**config.mk**
```make
export PLATFORM = sky130hd
export DESIGN_NAME = mbist_march_ctrl
export DESIGN_NICKNAME = d
export VERILOG_FILES = /design/src/rtl/mbist_pkg.sv /design/src/rtl/mbist_cmp.sv /design/src/rtl/mbist_march_ctrl.sv
export SDC_FILE = /design/constraint.sdc
export NUM_CORES = 1
export LEC_CHECK = 0
export CORE_ASPECT_RATIO = 0.6
export CORE_UTILIZATION = 45
export CTS_CLUSTER_DIAMETER = 100
export DETAILED_ROUTE_END_ITERATION = 12
export GPL_TIMING_DRIVEN = 0
export HOLD_SLACK_MARGIN = 0.15
export PLACE_DENSITY_LB_ADDON = 0.2
export SLEW_MARGIN = 5
export SYNTH_ARGS = -nofsm -noshare
export SYNTH_HDL_FRONTEND = slang
export SYNTH_SLANG_ARGS = --single-unit
```
**constraint.sdc**
```tcl
create_clock -name clk -period 1.8 [get_ports clk]
set_input_delay 0.36 -clock clk [delete_from_list [all_inputs] [get_ports clk]]
set_output_delay 0.36 -clock clk [all_outputs]
set_load 0.005 [all_outputs]
```
**src/rtl/mbist_pkg.sv**
```systemverilog
// Shared types and March C- table for the MBIST controller.
package mbist_pkg;

    // Top-level sequencer states.
    typedef enum logic [1:0] {
        S_IDLE  = 2'd0,
        S_RUN   = 2'd1,
        S_DRAIN = 2'd2,
        S_DONE  = 2'd3
    } state_e;

    localparam int ELEM_W = 3;

    // March element indices.
    localparam logic [ELEM_W-1:0] M0 = 3'd0;
    localparam logic [ELEM_W-1:0] M1 = 3'd1;
    localparam logic [ELEM_W-1:0] M2 = 3'd2;
    localparam logic [ELEM_W-1:0] M3 = 3'd3;
    localparam logic [ELEM_W-1:0] M4 = 3'd4;
    localparam logic [ELEM_W-1:0] M5 = 3'd5;

    // March table, one bit per element (bit index = element index).
    // M0 up(w0) M1 up(r0,w1) M2 up(r1,w0) M3 down(r0,w1) M4 down(r1,w0) M5 up(r0)
    localparam logic [5:0] ELEM_DOWN   = 6'b011000;
    localparam logic [5:0] ELEM_TWO_OP = 6'b011110;
    localparam logic [5:0] ELEM_RVAL   = 6'b010100;
    localparam logic [5:0] ELEM_WVAL   = 6'b001010;

    // Memory operations per word over the whole algorithm.
    localparam int OPS_PER_WORD = 10;

    // Single-op elements: M0 is a write, M5 a read. Two-op elements read first.
    function automatic logic op_is_write(input logic [ELEM_W-1:0] elem, input logic op);
        if (elem == M0) return 1'b1;
        if (elem == M5) return 1'b0;
        return op;
    endfunction

endpackage

```
**src/rtl/mbist_cmp.sv**
```systemverilog
// Read-data checker: carries expected word/address/element alongside the
// two-cycle memory read latency and captures the first miscompare.
module mbist_cmp
    import mbist_pkg::*;
#(
    parameter int DATA_WIDTH = 8,
    parameter int ADDR_WIDTH = 4
) (
    input  logic                  clk,
    input  logic                  rst_n,
    input  logic                  clear_i,
    input  logic                  rd_valid_i,
    input  logic [DATA_WIDTH-1:0] rd_exp_i,
    input  logic [ADDR_WIDTH-1:0] rd_addr_i,
    input  logic [ELEM_W-1:0]     rd_elem_i,
    input  logic [DATA_WIDTH-1:0] rdata_i,
    output logic                  fail_o,
    output logic [ADDR_WIDTH-1:0] fail_addr_o,
    output logic [DATA_WIDTH-1:0] fail_data_o,
    output logic [ELEM_W-1:0]     fail_elem_o
);

    logic                  s1_valid_q, s2_valid_q;
    logic [DATA_WIDTH-1:0] s1_exp_q,   s2_exp_q;
    logic [ADDR_WIDTH-1:0] s1_addr_q,  s2_addr_q;
    logic [ELEM_W-1:0]     s1_elem_q,  s2_elem_q;
    logic                  miscompare;

    // Stage 2 lines up with the cycle in which the memory presents the data.
    assign miscompare = s2_valid_q && (rdata_i != s2_exp_q);

    // Expected-data pipeline, matched to the memory read latency.
    always_ff @(posedge clk or negedge rst_n) begin
        if (!rst_n) begin
            s1_valid_q <= 1'b0;
            s1_exp_q   <= '0;
            s1_addr_q  <= '0;
            s1_elem_q  <= '0;
            s2_valid_q <= 1'b0;
            s2_exp_q   <= '0;
            s2_addr_q  <= '0;
            s2_elem_q  <= '0;
        end else begin
            s1_valid_q <= rd_valid_i;
            s1_exp_q   <= rd_exp_i;
            s1_addr_q  <= rd_addr_i;
            s1_elem_q  <= rd_elem_i;
            s2_valid_q <= s1_valid_q;
            s2_exp_q   <= s1_exp_q;
            s2_addr_q  <= s1_addr_q;
            s2_elem_q  <= s1_elem_q;
        end
    end

    // First-fail capture; sticky until a new test is accepted.
    always_ff @(posedge clk or negedge rst_n) begin
        if (!rst_n) begin
            fail_o      <= 1'b0;
            fail_addr_o <= '0;
            fail_data_o <= '0;
            fail_elem_o <= '0;
        end else if (clear_i) begin
            fail_o      <= 1'b0;
            fail_addr_o <= '0;
            fail_data_o <= '0;
            fail_elem_o <= '0;
        end else if (miscompare && !fail_o) begin
            fail_o      <= 1'b1;
            fail_addr_o <= s2_addr_q;
            fail_data_o <= rdata_i;
            fail_elem_o <= s2_elem_q;
        end
    end

endmodule

```
**src/rtl/mbist_march_ctrl.sv**
```systemverilog
// March C- sequencer: walks element/op/address counters, drives the memory
// pins one op per cycle and hands every read to the compare pipeline.
module mbist_march_ctrl
    import mbist_pkg::*;
#(
    parameter int DATA_WIDTH = 8,
    parameter int ADDR_WIDTH = 4
) (
    input  logic                  clk,
    input  logic                  rst_n,
    input  logic                  start_i,
    output logic                  busy_o,
    output logic                  done_o,
    output logic                  fail_o,
    output logic [ADDR_WIDTH-1:0] fail_addr_o,
    output logic [DATA_WIDTH-1:0] fail_data_o,
    output logic [ELEM_W-1:0]     fail_elem_o,
    output logic                  mem_write_read_o,
    output logic [ADDR_WIDTH-1:0] mem_address_o,
    output logic [DATA_WIDTH-1:0] mem_wdata_o,
    input  logic [DATA_WIDTH-1:0] mem_rdata_i
);

    localparam logic [ADDR_WIDTH-1:0] ADDR_LAST = {ADDR_WIDTH{1'b1}};
    localparam logic [ADDR_WIDTH-1:0] ADDR_ONE  = {{(ADDR_WIDTH-1){1'b0}}, 1'b1};

    state_e                state_q, state_d;
    logic [ELEM_W-1:0]     elem_q, elem_d, elem_nx;
    logic                  op_q, op_d;
    logic [ADDR_WIDTH-1:0] addr_q, addr_d;
    logic                  drain_q, drain_d;
    logic [DATA_WIDTH-1:0] wdata_q, wdata_d;
    logic                  start_acc, op_last, addr_term, is_write;

    // Sequencer registers; counters describe the op on the pins this cycle.
    always_ff @(posedge clk or negedge rst_n) begin
        if (!rst_n) begin
            state_q <= S_IDLE;
            elem_q  <= M0;
            op_q    <= 1'b0;
            addr_q  <= '0;
            drain_q <= 1'b0;
            wdata_q <= '0;
        end else begin
            state_q <= state_d;
            elem_q  <= elem_d;
            op_q    <= op_d;
            addr_q  <= addr_d;
            drain_q <= drain_d;
            wdata_q <= wdata_d;
        end
    end

    // Next-state and counter stepping through the March table.
    always_comb begin
        state_d   = state_q;
        elem_d    = elem_q;
        op_d      = op_q;
        addr_d    = addr_q;
        drain_d   = drain_q;
        start_acc = 1'b0;
        elem_nx   = elem_q + 3'd1;
        op_last   = ~ELEM_TWO_OP[elem_q] | op_q;
        addr_term = ELEM_DOWN[elem_q] ? (addr_q == '0) : (addr_q == ADDR_LAST);
        case (state_q)
            S_IDLE: begin
                if (start_i) begin
                    state_d   = S_RUN;
                    start_acc = 1'b1;
                    elem_d    = M0;
                    op_d      = 1'b0;
                    addr_d    = '0;
                end
            end
            S_RUN: begin
                if (!op_last) begin
                    op_d = 1'b1;
                end else begin
                    op_d = 1'b0;
                    if (!addr_term) begin
                        addr_d = ELEM_DOWN[elem_q] ? (addr_q - ADDR_ONE) : (addr_q + ADDR_ONE);
                    end else if (elem_q == M5) begin
                        // Park counters at the first op so the idle pins already
                        // present the next test's opening write data.
                        state_d = S_DRAIN;
                        elem_d  = M0;
                        addr_d  = '0;
                        drain_d = 1'b0;
                    end else begin
                        elem_d = elem_nx;
                        addr_d = ELEM_DOWN[elem_nx] ? ADDR_LAST : '0;
                    end
                end
            end
            S_DRAIN: begin
                drain_d = 1'b1;
                if (drain_q) begin
                    state_d = S_DONE;
                    drain_d = 1'b0;
                end
            end
            S_DONE:  state_d = S_IDLE;
            default: state_d = S_IDLE;
        endcase
        // Writes always follow a read of the same element (or M0 follows
        // idle), so the element's write value one op early is the lookahead
        // the memory needs.
        wdata_d = {DATA_WIDTH{ELEM_WVAL[elem_d]}};
    end

    assign is_write         = op_is_write(elem_q, op_q);
    assign busy_o           = (state_q == S_RUN) || (state_q == S_DRAIN);
    assign done_o           = (state_q == S_DONE);
    assign mem_write_read_o = (state_q == S_RUN) && is_write;
    assign mem_address_o    = addr_q;
    assign mem_wdata_o      = wdata_q;

    mbist_cmp #(
        .DATA_WIDTH (DATA_WIDTH),
        .ADDR_WIDTH (ADDR_WIDTH)
    ) u_cmp (
        .clk         (clk),
        .rst_n       (rst_n),
        .clear_i     (start_acc),
        .rd_valid_i  ((state_q == S_RUN) && !is_write),
        .rd_exp_i    ({DATA_WIDTH{ELEM_RVAL[elem_q]}}),
        .rd_addr_i   (addr_q),
        .rd_elem_i   (elem_q),
        .rdata_i     (mem_rdata_i),
        .fail_o      (fail_o),
        .fail_addr_o (fail_addr_o),
        .fail_data_o (fail_data_o),
        .fail_elem_o (fail_elem_o)
    );

endmodule
```
==> flow_summary.yaml, run 1 <==
status:
  status: "complete, but fails checks"
  violations: "setup timing"
yosys:
  synth_nets: 225
  async_reset_ff_share_pct: 100
  synth_seq_cells: 46
  yosysUniqueCellTypes: 50
  yosysSeqAreaShare_pct: 51.0
  synth_most_common_cell: "dfrtp_1"
  synth_area_um2: 2260
  ys_warn_count: 0
  synth_top_area_share_pct: 51.0
  yosysTopAreaCell: "dfrtp_1"
  synth-main-ff-cell: "dfrtp_1"
  syn_area_per_cell_um2: 10.9
  synth_cells: 207
  synth.area.top_cells: "dfrtp_1 (51%), o21ai_2 (5.8%), nand2_1 (4.0%), ha_1 (3.3%), nand3_2 (3.1%)"
  synth_edf_count: 0
  synthTopCellsByCount: "dfrtp_1 (46), nand2_1 (24), o21ai_2 (15)"
finish:
  finish.utilization_pct: 69.9
  final_cell_area_um2: 3270
  instances_no_fill: 346
  syn_to_final_growth_pct: 45.0
  fin_nets: 300
  nFillCells: 357
  diodes: 0
  drive_above_1_share_pct: 36.4
floorplan:
  row_count: 19
  die_w_um: 93.4
  die_area_um2: 5310
  initial_utilization_pct: 48.2
  die_h_um: 56.8
  ioPinCount: 42
  coreArea_um2: 4680
setup_path:
  cp_slowest_stage_delay_ps: 390
  required_ps: 1980
  crit_chain: "buf_6 -> buf_6 -> nand2b_4 -> nand2_4 -> ha_4 -> a21o_1 -> a21oi_4 -> or3_1 -> a32oi_1 -> o21ai_1"
  worstSetupPathType: "reg2reg"
  critPathLaunchType: "flip-flop"
  crit_fanout: 4
  cpMostUsedCell: "buf_6"
  worstSetupEndpointType: "flip-flop"
  cp_top_family: "compound AO/OA/AOI/OAI gates"
  cpMaxStageDelayCell: "dfrtp_1"
  cp.arrival_ps: 2170
  worst-path-buf-inv: 2
placement:
  place_inst: 312
  finalWeightedCongestion: 0.897
  placed_cell_area_um2: 2780
  portBuffers: 41
  dp_hpwl_um: 3470
clock_tree:
  path_clk_slew_ps: 80
  htreeDepth: 2
  root_buffer: "clkbuf_8"
  clock_latency_ps: 290
  tritoncts: "built"
  cts_buffer_depth: 2
  cts_buffers: 5
  cts_num_sinks: 46
detailed_routing:
  antenna_left: 0
  wl_um: 5560
  num_vias: 1820
  drc: 0
  wl_per_cell_um: 16.1
  initialDrtViolationCount: 176
  drt-pass1-iter-count: 4
  viasPerCell: 5.26
sta:
  fin_crit_sh_pct: 110
  finalClockSkew_ps: 5.32
  hold_viol: 0
  finalSetupViolCount: 8
  fmaxAchievable_mhz: 504
  slew_headroom_pct: 64.5
  post-route-min-period_ps: 1990
  worstMarginPinSlew_ps: 532
  slew_viol_final: 0
  rsz0062_at_grt: "yes"
  fin_ws_ps: -185
global_route:
  grt_pass1_vias: 1693
  grt-ovfl-total: 0
  use_met2_pct: 29.6
  grtUsageTotal_pct: 21.5
  grt_pass1_wl_um: 8550
  busiest_layer: "met1"
  met3_usage_pct: 6.37
  gr-usage-met1_pct: 32.7
  grt_max_degree: 27
  grt_antenna_before_repair: 0
run:
  maxCapViolCount: 0
power:
  fin_total_pwr_w: 0.00337
  power.density_nw_per_um2: 1030
  vdd_drop_max_mv: 0.673
  leakagePower_nw: 1.50
min_path:
  hp-class: "reg2reg"
## cells in the final DEF, fill, tap and decap left out, drive strengths merged, types with 2 or more instances in the layout
master / instances
a211oi: 2
a21o: 3
a21oi: 3
and2: 2
buf: 42
bufinv: 2
clkbuf: 8
clkdlybuf4s50: 34
dfrtp: 46
dlymetal6s2s: 4
ha: 6
inv: 9
mux2: 2
nand2: 24
nand2b: 3
nand3: 17
nand4: 3
nor2: 9
nor3: 6
nor4: 3
o211ai: 2
o21a: 3
o21ai: 23
o31ai: 2
o41ai: 2
or3: 3
or4: 2
xnor2: 2
## report_power, final
group | leakage [nW] | internal, W | switching [W]
combinational | 0.799 | 0.000562 | 0.000616
clock | 0.0714 | 0.000592 | 0.000346
sequential | 0.625 | 0.00115 | 0.000102
## cell type report
type | instances | area, um^2 | share of cell area [%]
clock inverters | 2 | 60.1 | 1.84
well taps | 63 | 78.8 | 2.41
repair buffers | 68 | 634 | 19.4
plain buffers | 16 | 135 | 4.13
clock buffers | 6 | 82.6 | 2.52
flip-flops and latches | 46 | 1160 | 35.3
inverters | 9 | 36.3 | 1.11
multi-input cells | 136 | 1090 | 33.3
## path summary, 6_finish.rpt
kind | startpoint | end | slack (ps) | depth (start not counted)
hold / removal | u_cmp.s1_elem_q[2] | u_cmp.s2_elem_q[2] | 350 | 0
min in group asynchronous | rst_n | u_cmp.s1_addr_q[0] | 570 | 2
setup reg to reg | elem_q[2] | mem_address_o[3] | -190 | 10
hold reg to reg | u_cmp.s1_elem_q[2] | u_cmp.s2_elem_q[2] | 350 | 0
setup / recovery | elem_q[2] | mem_address_o[3] | -190 | 10
max in group asynchronous | rst_n | mem_wdata_o[0] | 710 | 3
## flip-flops by register name, indices dropped and copies added (netlist names), 2 cells and up
signal,flops
u_cmp.fail_elem_o,3
u_cmp.fail_data_o,8
u_cmp.s2_elem_q,3
u_cmp.s1_addr_q,4
elem_q,3
u_cmp.s1_elem_q,3
u_cmp.fail_addr_o,4
mem_address_o,4
state_q,2
u_cmp.s2_addr_q,4
## kinds of logic (layout without fill, tap and decap cells)
logic type | after synthesis | after routing | synth area share (%)
AO/OA/AOI/OAI | 45 | 45 | 16.1
AND/OR/NAND/NOR | 79 | 79 | 19.6
buffers and inverters | 25 | 101 | 6.82
XOR/XNOR | 2 | 2 | 0.777
multiplexers | 3 | 3 | 1.44
adder cells (fa/ha/maj) | 7 | 7 | 4.22
flip-flops | 46 | 46 | 51.0
## stage by stage
| stage | hold WS (ps) | worst slack, ps | TNS, ps |
|---|---|---|---|
| finish | 350 | -185 | -665 |
| global route | 360 | -277 | -1440 |
| CTS | 353 | -164 | -313 |
| floorplan | 64.4 | -31.7 | -31.7 |
| global placement | 332 | -875 | -46850 |
| detailed placement | 335 | -435 | -7280 |
## per-layer routing
metal  share of wire [%]  wire (um)
met3                 6.1        337
met4                 1.3         71
met5                   0          0
met1                  48       2680
met2                  44       2470
## what timing repair did
action	CTS	global route
gates resized for setup	26	19
gates cloned	0	2
endpoints found under the setup margin	24	33
endpoints found under the hold margin	20	0
buffers inserted	14	9
pin swaps	12	11
hold buffers	1	0
No activity file was read; power rests on OpenSTA's default activity.
==> inputs of run 2 (changes only) <==
- SLEW_MARGIN: 5 -> 20
==> results of run 2 <==
Final layout, timing and power as in run 1 (identical DEF).
